==> config.mk <==
export PLATFORM = sky130hd
export DESIGN_NAME = restoring_divider
export DESIGN_NICKNAME = d
export VERILOG_FILES = /design/src/rtl/restoring_divider.sv
export SDC_FILE = /design/constraint.sdc
export NUM_CORES = 1
export LEC_CHECK = 0
export ABC_AREA = 1
export CORE_MARGIN = 1.5
export CORE_UTILIZATION = 45
export CTS_BUF_LIST = sky130_fd_sc_hd__clkbuf_4 sky130_fd_sc_hd__clkbuf_8
export CTS_CLUSTER_DIAMETER = 50
export DETAILED_ROUTE_END_ITERATION = 16
export PLACE_DENSITY = 0.71
export SYNTH_ARGS = -nofsm -noshare
export SYNTH_HDL_FRONTEND = slang
export SYNTH_SLANG_ARGS = --single-unit
==> constraint.sdc <==
create_clock -name clk_i -period 1.9 [get_ports clk_i]
set_input_delay 0.38 -clock clk_i [delete_from_list [all_inputs] [get_ports clk_i]]
set_output_delay 0.38 -clock clk_i [all_outputs]
set_load 0.02 [all_outputs]
==> src/rtl/restoring_divider.sv <==
// Multi-cycle unsigned restoring divider: one quotient bit per clock, trial
// subtraction through a carry-lookahead subtractor, start/done handshake.
module restoring_divider #(
   parameter int unsigned WIDTH = 8
) (
   input  logic             clk_i,
   input  logic             rst_ni,
   input  logic             start_i,
   input  logic [WIDTH-1:0] dividend_i,
   input  logic [WIDTH-1:0] divisor_i,
   output logic             busy_o,
   output logic             done_o,
   output logic [WIDTH-1:0] quotient_o,
   output logic [WIDTH-1:0] remainder_o,
   output logic             div_by_zero_o
);

   localparam int unsigned NG = WIDTH / 4 + 1;
   localparam int unsigned CW = $clog2(WIDTH + 1);

   typedef enum logic [1:0] {
      S_IDLE,
      S_RUN,
      S_DONE
   } state_e;

   state_e           state_q, state_d;
   logic [WIDTH-1:0] q_q, q_d;
   logic [WIDTH-1:0] d_q, d_d;
   logic [WIDTH:0]   r_q, r_d;
   logic [CW-1:0]    cnt_q, cnt_d;
   logic [WIDTH-1:0] quot_q, quot_d;
   logic [WIDTH-1:0] rem_q, rem_d;
   logic             dbz_q, dbz_d;

   logic [WIDTH:0]   t;
   logic [WIDTH:0]   sub_a, sub_b, sub_g, sub_p, sub_s;
   logic [WIDTH+1:0] bit_c;
   logic [NG-2:0]    grp_g, grp_p;
   logic [NG-1:0]    grp_c;
   logic             no_borrow;

   // R stays below D, so its MSB is always zero and only feeds this sink.
   logic unused_r_msb;
   assign unused_r_msb = r_q[WIDTH];

   // T - {0,D} as T + ~{0,D} + 1; full 4-bit groups below bit WIDTH, the
   // top group holds only bit WIDTH, group carries come from group G/P.
   always_comb begin
      t      = {r_q[WIDTH-1:0], q_q[WIDTH-1]};
      sub_a  = t;
      sub_b  = ~{1'b0, d_q};
      sub_g  = sub_a & sub_b;
      sub_p  = sub_a ^ sub_b;
      grp_g  = '0;
      grp_p  = '0;
      grp_c  = '0;
      bit_c  = '0;
      grp_c[0] = 1'b1;
      for (int unsigned k = 0; k < NG - 1; k++) begin
         grp_g[k] = sub_g[4*k+3]
                  | (sub_p[4*k+3] & sub_g[4*k+2])
                  | (sub_p[4*k+3] & sub_p[4*k+2] & sub_g[4*k+1])
                  | (sub_p[4*k+3] & sub_p[4*k+2] & sub_p[4*k+1] & sub_g[4*k]);
         grp_p[k] = &sub_p[4*k +: 4];
         grp_c[k+1] = grp_g[k] | (grp_p[k] & grp_c[k]);
         bit_c[4*k]   = grp_c[k];
         bit_c[4*k+1] = sub_g[4*k] | (sub_p[4*k] & grp_c[k]);
         bit_c[4*k+2] = sub_g[4*k+1]
                      | (sub_p[4*k+1] & sub_g[4*k])
                      | (sub_p[4*k+1] & sub_p[4*k] & grp_c[k]);
         bit_c[4*k+3] = sub_g[4*k+2]
                      | (sub_p[4*k+2] & sub_g[4*k+1])
                      | (sub_p[4*k+2] & sub_p[4*k+1] & sub_g[4*k])
                      | (sub_p[4*k+2] & sub_p[4*k+1] & sub_p[4*k] & grp_c[k]);
      end
      bit_c[WIDTH]   = grp_c[NG-1];
      bit_c[WIDTH+1] = sub_g[WIDTH] | (sub_p[WIDTH] & bit_c[WIDTH]);
      sub_s     = sub_p ^ bit_c[WIDTH:0];
      no_borrow = bit_c[WIDTH+1];
   end

   always_comb begin
      state_d = state_q;
      q_d     = q_q;
      d_d     = d_q;
      r_d     = r_q;
      cnt_d   = cnt_q;
      quot_d  = quot_q;
      rem_d   = rem_q;
      dbz_d   = dbz_q;
      case (state_q)
         S_IDLE, S_DONE: begin
            if (start_i) begin
               q_d   = dividend_i;
               d_d   = divisor_i;
               r_d   = '0;
               cnt_d = '0;
               if (divisor_i == '0) begin
                  state_d = S_DONE;
                  quot_d  = '1;
                  rem_d   = dividend_i;
                  dbz_d   = 1'b1;
               end else begin
                  state_d = S_RUN;
               end
            end else begin
               state_d = S_IDLE;
            end
         end
         S_RUN: begin
            r_d   = no_borrow ? sub_s : t;
            q_d   = {q_q[WIDTH-2:0], no_borrow};
            cnt_d = cnt_q + CW'(1);
            if (cnt_q == CW'(WIDTH - 1)) begin
               state_d = S_DONE;
               quot_d  = q_d;
               rem_d   = r_d[WIDTH-1:0];
               dbz_d   = 1'b0;
            end
         end
         default: state_d = S_IDLE;
      endcase
   end

   always_ff @(posedge clk_i or negedge rst_ni) begin
      if (!rst_ni) begin
         state_q <= S_IDLE;
         q_q     <= '0;
         d_q     <= '0;
         r_q     <= '0;
         cnt_q   <= '0;
         quot_q  <= '0;
         rem_q   <= '0;
         dbz_q   <= 1'b0;
      end else begin
         state_q <= state_d;
         q_q     <= q_d;
         d_q     <= d_d;
         r_q     <= r_d;
         cnt_q   <= cnt_d;
         quot_q  <= quot_d;
         rem_q   <= rem_d;
         dbz_q   <= dbz_d;
      end
   end

   assign busy_o        = (state_q == S_RUN);
   assign done_o        = (state_q == S_DONE);
   assign quotient_o    = quot_q;
   assign remainder_o   = rem_q;
   assign div_by_zero_o = dbz_q;

endmodule

==> impl_metrics.toml, run 1 <==
[yosys]
postSynthCellCount = 318
async_reset_ff_share_pct = 100
yosysMostFrequentCell = "nand2_1"
netlist.area_leader.share_pct = 45.3
syn_nets = 348
synth.distinct_cells = 36
syn-mean-instance-area_um2 = 8.16
synth_flop_cell = "dfrtp_1"
ys_warn_count = 0
synth_commonest_cells = "95 x nand2_1, 47 x dfrtp_1, 38 x inv_1"
ys_seq_elements = 47
synth_area_um2 = 2590
ys_top_cells_by_area = "dfrtp_1 45%, nand2_1 14%, inv_1 5.5%, ha_1 4.8%, o21ai_0 4.1%"
synth-edff-count = 0
synth_seq_area_share_pct = 45.3
yosys.area.top_type = "dfrtp_1"

[clocking]
clkTransAtPathRegs_ps = 90
clk-insertion-delay-late_ps = 310
cts-root-buf = "clkbuf_8"
cts.sinks = 47
numCtsBuffers = 5
postCtsHoldBufs = 0
htree_levels = 2
cts_tree = "yes"
clk_path_buf_depth = 2

[grt]
track_usage_pct = 20.0
grt_pass1_vias = 2094
grt_overflow = 0
grt_max_degree = 48
antenna_found_initial = 0
grt_pass1_wl_mm = 9.69

[layout]
drive_above_1_share_pct = 21.6
multi_input_area_um2 = 1290
post-route-util_pct = 61.2
fillers = 477
final_nets = 409
antenna_cells = 0
layoutNonFillerInstCount = 452
syn2layout_area_growth_pct = 30.8
seqCellArea_um2 = 1180
design_area_um2 = 3390

[die]
die_w_um = 78.9
core_um2 = 5540
die_height_um = 78.9
start_util_pct = 46.8
fp.dieArea_um2 = 6230
pin_count = 38
fp-row-count = 27

[timing]
setup_viol = 2
final_max_slew_viol_count = 0
relSlewSlack_pct = 60.3
fin_skew_ps = 9.80
hold_violations = 0
fmax_mhz = 522
post-route-min-period_ps = 1920
tightest_slew_ps = 595
rsz0062_at_grt = "yes"
worst_slack_ps = -15.8
fin_crit_sh_pct = 101
tns_ps = -29.2

[drt]
drt_iter0_drc = 107
wire_per_inst_um = 13.0
route.detailed.drc = 0
wirelength_mm = 5.87
dr.pass1.iters = 5
vias = 2236
via_per_inst = 4.95
ant_nets = 0

[power]
p_leak_nw = 1.72
power_density_nw_per_um2 = 2050
ir_worst_vdd_mv = 0.933

[placement]
place_ws_ps = -98.3
dp_cells = 436
gp_congestion = 0.817
io_buffers = 37
placed_area_um2 = 3140
dp_hpwl_mm = 4.23

[outcome]
violations = "negative setup slack"
status = "finished, violations left"

[setup_path]
cp.required_ps = 2100
crit_type = "reg2reg"
worstSetupEndpointType = "flip-flop"
startpoint_type = "flip-flop"
path_max_fanout = 3
cp.arrival_ps = 2120

[run]
maxCapViolations = 0

[min_path]
min_path_type = "in2async"
-- final timing paths --
| path | depth (start not counted) | startpoint | endpoint | slack (ps) |
|---|---|---|---|---|
| worst max-delay path | 11 | r_q[0] | remainder_o[4] | -20 |
| worst min-delay path | 2 | rst_ni | d_q[2] | 160 |
| worst max register to register | 11 | r_q[0] | remainder_o[4] | -20 |
| worst min register to register | 2 | div_by_zero_o | div_by_zero_o | 480 |
| max in group asynchronous | 2 | rst_ni | state_q[1] | 1320 |
| min in group clk_i | 2 | div_by_zero_o | div_by_zero_o | 480 |
-- per-layer routing --
metal / part of all wire, % / global-route usage [%]
met1: 46 / 26.9
met5: 0 / 0
met4: 1.7 / 4.21
met2: 48 / 33.5
met3: 4.6 / 4.02
-- per-stage QoR --
stage | power [mW] | hold slack (ps)
3_3_place_gp | 5.67 | 460
3_5_place_dp | 5.79 | 467
2_1_floorplan | 4.53 | 84.4
5_1_grt | 7.58 | 200
6_report | 6.95 | 158
4_1_cts | 6.69 | 180
-- area by class of cell --
class                      count  share of cell area (%)
clock inverter                 2                   0.479
inverter                      45                    5.35
tap                           72                    2.65
clock buffer                   6                    2.43
multi-input combinational    218                    38.0
timing repair buffer          62                    16.4
sequential                    47                    34.7
-- what timing repair did --
action                     CTS  global route
buffers inserted             4             4
gates resized for setup     11            14
pin swaps                    9            14
setup endpoints to repair    4             9
-- critical path, cell delays in order, from the launching register on --
cell	delay, ps
dfrtp_1	420
ha_4	300
nand2_2	50
nand3_2	80
nand2_2	70
nand2_4	70
inv_2	30
fa_1	480
nand3b_1	130
nand3_1	80
nand2_1	60
inv_1	40
-- placed cells by master (no fill, tap or decap), types with 4 or more instances in the layout --
cell type / netlist / layout
nand2_1: 95 / 89
dfrtp_1: 47 / 46
clkdlybuf4s50_1: 0 / 35
inv_1: 38 / 32
buf_4: 0 / 24
o21ai_0: 21 / 21
nor2_1: 20 / 20
nand3_1: 18 / 17
inv_2: 4 / 10
nand2_2: 5 / 10
o21ai_1: 8 / 8
nand2_4: 5 / 6
clkbuf_8: 0 / 6
ha_1: 10 / 5
ha_4: 0 / 5
a21oi_1: 5 / 4
a22oi_1: 4 / 4
-- power by group --
part / internal [mW] / switching, mW
sequential: 1.47 / 0.338
clock: 0.298 / 0.358
combinational: 1.97 / 2.51
total: 3.74 / 3.21
-- flip-flops by register name (all words and copies together), names as in the netlist --
name / flops
div_by_zero_o: 1
r_q: 8
quotient_o: 8
state_q: 2
d_q: 8
cnt_q: 4
q_q: 8
remainder_o: 8
-- kinds of logic (layout without fill, tap and decap cells) --
| kind of cell | Yosys count | in the layout | share of synthesized area [%] |
|---|---|---|---|
| xor gates and xnor gates | 4 | 4 | 1.35 |
| DFF | 47 | 47 | 45.3 |
| adders and majority gates | 11 | 11 | 5.59 |
| buffers and inverters | 53 | 115 | 8.63 |
| AOI/OAI and AO/OA | 45 | 45 | 10.5 |
| and+or+nand+nor | 158 | 158 | 28.6 |
No activity file was read; power rests on OpenSTA's default activity.
==> run 2: changes to the inputs <==
SLEW_MARGIN = 20   (was default)
==> results of run 2 <==
The final DEF is identical to that of run 1; final timing and power are the same.
